[src/rtl/serial_add_ctrl.sv]
// serial_add_ctrl: bit-serial adder controller, LSB first, one result bit per clock.
// A single full adder (two half adders plus an OR) is time-shared across all bit
// positions, and a carry flop links one bit position to the next.
// The FSM steps through IDLE -> ADD (WIDTH edges) -> DONE (one cycle) -> IDLE.
// Optional feature: define SERIAL_ADD_SUB_EN to add the `sub` port. With sub=1
// the block computes a - b, giving sum = a + ~b + 1; cout is then borrow-not.
module serial_add_ctrl #(
  parameter int WIDTH = 8
) (
  input  logic             clk,
  input  logic             rst,
  input  logic             start,
`ifdef SERIAL_ADD_SUB_EN
  input  logic             sub,
`endif
  input  logic [WIDTH-1:0] a,
  input  logic [WIDTH-1:0] b,
  output logic             busy,
  output logic             done,
  output logic [WIDTH-1:0] sum,
  output logic             cout
);

  localparam int            CW   = $clog2(WIDTH + 1);
  localparam logic [CW-1:0] LAST = CW'(WIDTH - 1);

  typedef enum logic [1:0] {IDLE, ADD, DONE} state_t;

  state_t           state;
  logic [WIDTH-1:0] a_sr, b_sr, res;
  logic             carry;
  logic [CW-1:0]    cnt;

  // Full adder built from two half adders plus an OR.
  logic b_bit, s1, c1, s, c2, fa_c;

`ifdef SERIAL_ADD_SUB_EN
  logic sub_r;
  assign b_bit = b_sr[0] ^ sub_r;
`else
  assign b_bit = b_sr[0];
`endif

  assign s1   = a_sr[0] ^ b_bit;
  assign c1   = a_sr[0] & b_bit;
  assign s    = s1 ^ carry;
  assign c2   = s1 & carry;
  assign fa_c = c1 | c2;

  // Control FSM plus datapath. sum and cout change only at completion, so no
  // partial result is ever visible on them.
  always_ff @(posedge clk) begin
    if (rst) begin
      state <= IDLE;
      a_sr  <= '0;
      b_sr  <= '0;
      res   <= '0;
      carry <= 1'b0;
      cnt   <= '0;
      busy  <= 1'b0;
      done  <= 1'b0;
      sum   <= '0;
      cout  <= 1'b0;
`ifdef SERIAL_ADD_SUB_EN
      sub_r <= 1'b0;
`endif
    end else begin
      case (state)
        IDLE: begin
          done <= 1'b0;
          if (start) begin
            a_sr  <= a;
            b_sr  <= b;
            cnt   <= '0;
`ifdef SERIAL_ADD_SUB_EN
            // The +1 of two's-complement subtraction enters as the initial carry.
            sub_r <= sub;
            carry <= sub;
`else
            carry <= 1'b0;
`endif
            busy  <= 1'b1;
            state <= ADD;
          end
        end
        ADD: begin
          res   <= {s, res[WIDTH-1:1]};
          a_sr  <= a_sr >> 1;
          b_sr  <= b_sr >> 1;
          carry <= fa_c;
          cnt   <= cnt + 1'b1;
          if (cnt == LAST) begin
            sum   <= {s, res[WIDTH-1:1]};
            cout  <= fa_c;
            done  <= 1'b1;
            state <= DONE;
          end
        end
        DONE: begin
          // A start seen here is dropped; it is never queued.
          done  <= 1'b0;
          busy  <= 1'b0;
          state <= IDLE;
        end
        default: begin
          done  <= 1'b0;
          busy  <= 1'b0;
          state <= IDLE;
        end
      endcase
    end
  end

endmodule

[config.mk]
export PLATFORM = sky130hd
export DESIGN_NAME = serial_add_ctrl
export DESIGN_NICKNAME = d
export VERILOG_FILES = /design/src/rtl/serial_add_ctrl.sv
export SDC_FILE = /design/constraint.sdc
export NUM_CORES = 1
export LEC_CHECK = 0
export ABC_CLOCK_PERIOD_IN_PS = 1320
export BUFFER_PORTS_ARGS = -buffer_cell sky130_fd_sc_hd__buf_2
export CAP_MARGIN = 10
export CORE_UTILIZATION = 30
export CTS_BUF_LIST = sky130_fd_sc_hd__clkbuf_8 sky130_fd_sc_hd__clkbuf_16
export DETAILED_ROUTE_END_ITERATION = 8
export PLACE_DENSITY = 0.6
export SLEW_MARGIN = 20
export SYNTH_ARGS = -nofsm -noshare
export SYNTH_HDL_FRONTEND = slang
export SYNTH_SLANG_ARGS = --single-unit
[constraint.sdc]
create_clock -name clk -period 1.32 [get_ports clk]
set_clock_uncertainty 0.1 [all_clocks]
set_input_delay 0.198 -clock clk [delete_from_list [all_inputs] [get_ports clk]]
set_output_delay 0.198 -clock clk [all_outputs]
set_load 0.01 [all_outputs]
==> impl_metrics.py, run 1 <==
metrics = {
    "grt": {
        "grt_max_degree": 19,
        "grt_pass1_vias": 1461,
        "grt_usage_pct": 14.1,
        "grt_pass1_wl_mm": 6.69,
        "grt_overflow": 0,
        "antenna_found_initial": 0,
    },
    "yosys": {
        "syn-num-nets": 216,
        "syn_avg_cell_area_um2": 8.74,
        "yosys-top-cells-count": "41 x dfxtp_1, 30 x nor2_1, 18 x nand2_1",
        "netlist_area_mm2": 0.00170,
        "yosys_register_bits": 41,
        "yosysTopAreaCell": "dfxtp_1",
        "yosysMostFrequentCell": "dfxtp_1",
        "synth_area_leaders": "dfxtp_1 48%, a211oi_1 7.0%, nor2_1 6.6%, a21oi_1 5.0%, o2bb2ai_1 4.6%",
        "synth_top_area_share_pct": 48.2,
        "synth_edf_count": 0,
        "synthFlopType": "dfxtp_1",
        "synthesis.instances": 195,
        "async_flop_share_pct": 0,
        "ys_warn_count": 0,
        "synth.yosys.seq_area_share_pct": 48.2,
        "ys_types": 30,
    },
    "cells_and_area": {
        "drive_above_1_share_pct": 31.9,
        "areaGrowthSynthToFinish_pct": 28.8,
        "stdcell_count": 307,
        "diodes": 0,
        "fin_nets": 255,
    },
    "drt": {
        "via_count": 1508,
        "wl_per_cell_um": 13.0,
        "first_pass_iters": 4,
        "wl_mm": 4.00,
        "drc": 0,
        "postRouteAntennaNets": 0,
        "via_per_inst": 4.91,
        "drt_iter0_drc": 108,
    },
    "clock_tree": {
        "path_clk_slew_ns": 0.08,
        "clock-root-buffer": "clkbuf_8",
        "numCtsBuffers": 5,
        "cts.sinks": 41,
        "cts_tree": "yes",
        "clockBufferDepth": 2,
        "htree_num_levels": 2,
        "insertion_delay_ns": 0.29,
    },
    "worst_hold_path": {
        "min_to": "a_sr[7]",
        "hold_start": "a[7]",
        "hp-class": "input pin to flop",
        "holdPathStages": 3,
    },
    "placement": {
        "port_buffers": 29,
        "placed_cells": 298,
        "dp_hpwl_mm": 2.59,
        "gp_congestion": 0.785,
    },
    "setup_path": {
        "cp.arrival_ns": 1.39,
        "r2r-start": "cnt[0]",
        "reg2reg_to": "sum[0]",
        "cp_max_fo": 10,
        "worstSetupPathType": "flop to flop",
        "crit_start": "cnt[0]",
        "rr_worst_depth": 5,
        "cp-start-kind": "flop",
        "cp-end-kind": "flop",
        "crit_required_ns": 1.45,
        "regToRegSetupSlack_ns": 0.06,
    },
    "sta": {
        "setup-violations-final": 0,
        "maxSlewViolCount": 0,
        "hold_viol": 0,
        "rsz0062_at_grt": "yes",
        "fmax_ghz": 0.793,
        "relSlewSlack_pct": 76.9,
        "period_needed_ns": 1.26,
        "tightest_slew_ns": 0.346,
        "finalCritPeriodShare_pct": 95.5,
    },
    "die": {
        "std_cell_rows": 27,
        "design.die.area_mm2": 0.00599,
        "initial_core_util_pct": 30.9,
        "core_area_mm2": 0.00551,
        "die_y_um": 77.4,
        "ios": 30,
        "die_x_um": 77.4,
    },
    "run": {
        "maxCapViolCount": 0,
    },
    "power_and_ir_drop": {
        "powerDensity_mw_per_mm2": 1120,
        "p_leak_uw": 0.000830,
        "max-vdd-ir-drop_mv": 0.366,
        "total_power_uw": 2460,
    },
    "status": {
        "status": "complete, no violations",
    },
}
==> critical path, stage by stage (launching register included) <==
cell	delay, ns
dfxtp_2	0.36
ha_4	0.14
and3b_2	0.24
buf_12	0.14
nand3_1	0.09
a21oi_2	0.12
==> layout make-up <==
class | instances | area (um^2)
fill | 546 | 3310
multi-input combinational | 136 | 852
sequential | 41 | 830
timing repair buffer | 47 | 322
tap | 72 | 90.1
clock buffer | 5 | 68.8
clock inverter | 3 | 17.5
inverter | 3 | 15.0
==> repair_timing <==
item                                   CTS  global route
buffers inserted                         0             0
resized for setup                        4            23
hold buffers                             0             0
cloned                                   0             1
setup endpoints to repair               13            27
pin swaps                                0             1
endpoints found under the hold margin    0             0
==> sequential cells by signal, indices dropped and copies added, names as in the netlist <==
signal / cells
a_sr: 8
b_sr: 8
busy: 1
carry: 1
cnt: 4
cout: 1
done: 1
res: 7
state: 2
sum: 8
==> power by group <==
part	switching (uW)	internal (uW)	leakage, uW
registers	34.8	1290	0.000337
logic	167	149	0.000448
clock network	449	365	0.0000439
==> metal layers <==
layer,vias up,GRT usage [%],share of wire [%]
met2,15,22.3,46
met5,-,0,0
met4,0,6.98,1.8
met1,711,17.8,50
met3,7,3.41,2.7
li1,775,-,-
==> through the flow <==
step                      cell area (um^2)  setup slack [ns]  hold slack, ns  setup TNS [ns]  util [%]
after CTS                             2110          -0.00483          0.0436        -0.00483      38.3
after detailed placement              2010           -0.0322           0.349         -0.0916      36.6
after global placement                2010           -0.0286           0.341         -0.0286      36.6
after global routing                  2190          -0.00803          0.0671         -0.0133      39.9
after floorplan                       1700            0.0227           0.188               0         -
final                                 2190            0.0592          0.0512               0      39.9
==> worst max path at each step <==
| stage | end | slack [ns] | cells past startpoint |
|---|---|---|---|
| final | sum[0] | 0.06 | 5 |
| after CTS | state[0] | -0.005 | 3 |
| after global routing | sum[3] | -0.008 | 4 |
| after detailed placement | state[0] | -0.03 | 3 |
| after floorplan | cnt[3] | 0.02 | 5 |
| after global placement | state[0] | -0.03 | 3 |
==> placed cells by master (no fill, tap or decap), types with 2 or more instances in the layout <==
cell,count
a21oi_2,3
nand2b_4,2
dfxtp_2,4
o21ai_0,5
o2bb2ai_1,9
a22oi_1,4
buf_2,29
a21oi_1,14
dfxtp_1,36
o21ai_1,4
nand3_1,11
inv_1,2
a211oi_2,3
a211oi_1,13
nand2_1,18
nor2_1,30
buf_4,14
clkbuf_8,5
o22ai_1,5
nor3_1,2
buf_12,3
clkinv_2,2
clkinvlp_4,2
==> kinds of logic (layout without fill, tap and decap cells) <==
kind of cell,Yosys count,in the layout,share of synthesized area (%)
buffers and inverters,19,58,6.46
adder cells (fa/ha/maj),2,2,1.91
flip-flops,41,41,48.2
AND/OR/NAND/NOR,68,68,17.7
AO/OA/AOI/OAI,65,66,25.8
Note: power is estimated with default switching activity, not from simulation.
==> run 2: changes to the inputs <==
- HOLD_SLACK_MARGIN: default -> 0.12
==> impl_metrics.py, run 2 (synthesis gave the netlist of run 1 again) <==
metrics = {
    "worst_hold_path": {
        "hp-class": "input pin to flop",
        "hold_start": "b[4]",
        "holdPathStages": 3,
        "min_to": "b_sr[4]",
    },
    "grt": {
        "grt_pass1_wl_mm": 6.70,
        "grt_usage_pct": 14.1,
        "antenna_found_initial": 0,
        "grt_max_degree": 19,
        "grt_pass1_vias": 1462,
        "grt_overflow": 0,
    },
    "setup_path": {
        "r2r-start": "cnt[0]",
        "crit_required_ns": 1.45,
        "crit_family": "flip-flops",
        "regToRegSetupSlack_ns": 0.06,
        "cp-end-kind": "flop",
        "rr_worst_depth": 5,
        "path_buf_inv": 1,
        "cp_max_fo": 10,
        "worstSetupPathType": "flop to flop",
        "critical_path.slowest_cell": "dfxtp_2",
        "reg2reg_to": "sum[1]",
        "worstPathCellList": "ha_4 > and3b_2 > buf_12 > nand3_1 > a21oi_1",
        "cp-start-kind": "flop",
        "critPathMaxStageDelay_ns": 0.36,
        "cp.arrival_ns": 1.38,
    },
    "power_and_ir_drop": {
        "p_leak_uw": 0.000838,
        "powerDensity_mw_per_mm2": 1110,
        "max-vdd-ir-drop_mv": 0.367,
    },
    "sta": {
        "tightest_slew_ns": 0.347,
        "setup-violations-final": 0,
        "hold_viol": 0,
        "tns_ns": 0,
        "relSlewSlack_pct": 76.8,
        "rsz0062_at_grt": "yes",
        "finalCritPeriodShare_pct": 95.3,
        "maxSlewViolCount": 0,
        "timing.hold.ws_ns": 0.144,
        "fmax_ghz": 0.795,
        "period_needed_ns": 1.26,
        "setup_ws_ns": 0.0626,
    },
    "drt": {
        "postRouteAntennaNets": 0,
        "drc": 0,
        "wl_per_cell_um": 13.0,
        "first_pass_iters": 4,
        "via_count": 1515,
        "via_per_inst": 4.90,
        "wl_mm": 4.02,
        "drt_iter0_drc": 123,
    },
    "cells_and_area": {
        "finish.utilization_pct": 40.2,
        "drive_above_1_share_pct": 31.6,
        "diodes": 0,
        "n_fill_cell": 545,
        "layout_commonest_cell": "dfxtp_1",
        "final_cell_mix": "36 x dfxtp_1, 30 x nor2_1, 29 x buf_2, 18 x nand2_1",
        "stdcell_area_mm2": 0.00221,
        "fin_nets": 257,
        "top_regs": "a_sr: 8 flops, b_sr: 8 flops, sum: 8 flops",
        "areaGrowthSynthToFinish_pct": 30.0,
    },
    "die": {
        "core_area_mm2": 0.00551,
        "die_x_um": 77.4,
        "std_cell_rows": 27,
        "ios": 30,
        "design.die.area_mm2": 0.00599,
        "initial_core_util_pct": 30.9,
        "die_y_um": 77.4,
    },
    "status": {
        "status": "complete, no violations",
    },
    "placement": {
        "placed_area_mm2": 0.00201,
        "port_buffers": 29,
        "dp_hpwl_mm": 2.59,
        "dp_slack_ns": -0.0322,
        "gp_congestion": 0.785,
    },
    "clock_tree": {
        "post_cts_buffers": 0,
        "numCtsBuffers": 5,
        "cts.sinks": 41,
        "clock-root-buffer": "clkbuf_8",
        "clockBufferDepth": 2,
        "htree_num_levels": 2,
        "cts_tree": "yes",
        "insertion_delay_ns": 0.29,
        "path_clk_slew_ns": 0.08,
    },
    "run": {
        "maxCapViolCount": 0,
    },
}
## run 2: changes by cell type in the layout (fill, tap and decap cells not counted), sizes merged
cell and delta:
dlygate4sd3 +2
## run 2: cell type report
| class | count | area [um^2] | share of cell area (%) |
|---|---|---|---|
| Clock inverter | 3 | 17.5 | 0.791 |
| Inverter | 3 | 15.0 | 0.678 |
| Clock buffer | 5 | 68.8 | 3.11 |
| Timing Repair Buffer | 49 | 342 | 15.4 |
| Sequential cell | 41 | 830 | 37.5 |
| Multi-Input combinational cell | 136 | 852 | 38.5 |
| Tap cell | 72 | 90.1 | 4.07 |
## run 2: power by group
group	internal [uW]	switching, uW	total [uW]
combinational	153	168	320
sequential	1290	34.8	1330
clock	365	446	811
total	1810	649	2460
## run 2: repair_timing
| item | CTS | global route |
|---|---|---|
| gates resized for setup | 4 | 23 |
| pin swaps | 0 | 1 |
| endpoints found under the hold margin | 2 | 0 |
| hold buffers | 2 | 0 |
| endpoints found under the setup margin | 13 | 27 |
| cloned | 0 | 1 |
## run 2: worst register-to-register path, stage by stage (launching register included)
cell and delay (ns):
dfxtp_2 0.36, ha_4 0.14, and3b_2 0.24, buf_12 0.14, nand3_1 0.08, a21oi_1 0.13
## run 2: per-layer routing
metal / vias to the layer above / share of wire [%] / track usage [%]
met5: - / 0 / 0
met4: 0 / 1.8 / 6.98
met3: 7 / 2.7 / 3.41
met2: 15 / 46 / 22.3
met1: 713 / 49 / 17.9
li1: 780 / - / -
## run 2: worst max path at each step
stage              from  slack (ns)  cells past startpoint       end
2_1_floorplan  state[1]        0.02                      5    cnt[3]
3_3_place_gp     cnt[0]       -0.03                      3  state[0]
3_5_place_dp     cnt[0]       -0.03                      3  state[0]
4_1_cts          cnt[0]      -0.005                      3  state[0]
5_1_grt        state[1]      -0.008                      4    sum[3]
6_report         cnt[0]        0.06                      5    sum[1]
## run 2: stage by stage
stage	cells	total power [uW]
floorplan	195	1530
global placement	298	1640
detailed placement	298	1640
CTS	308	2460
global route	309	2580
finish	309	2460
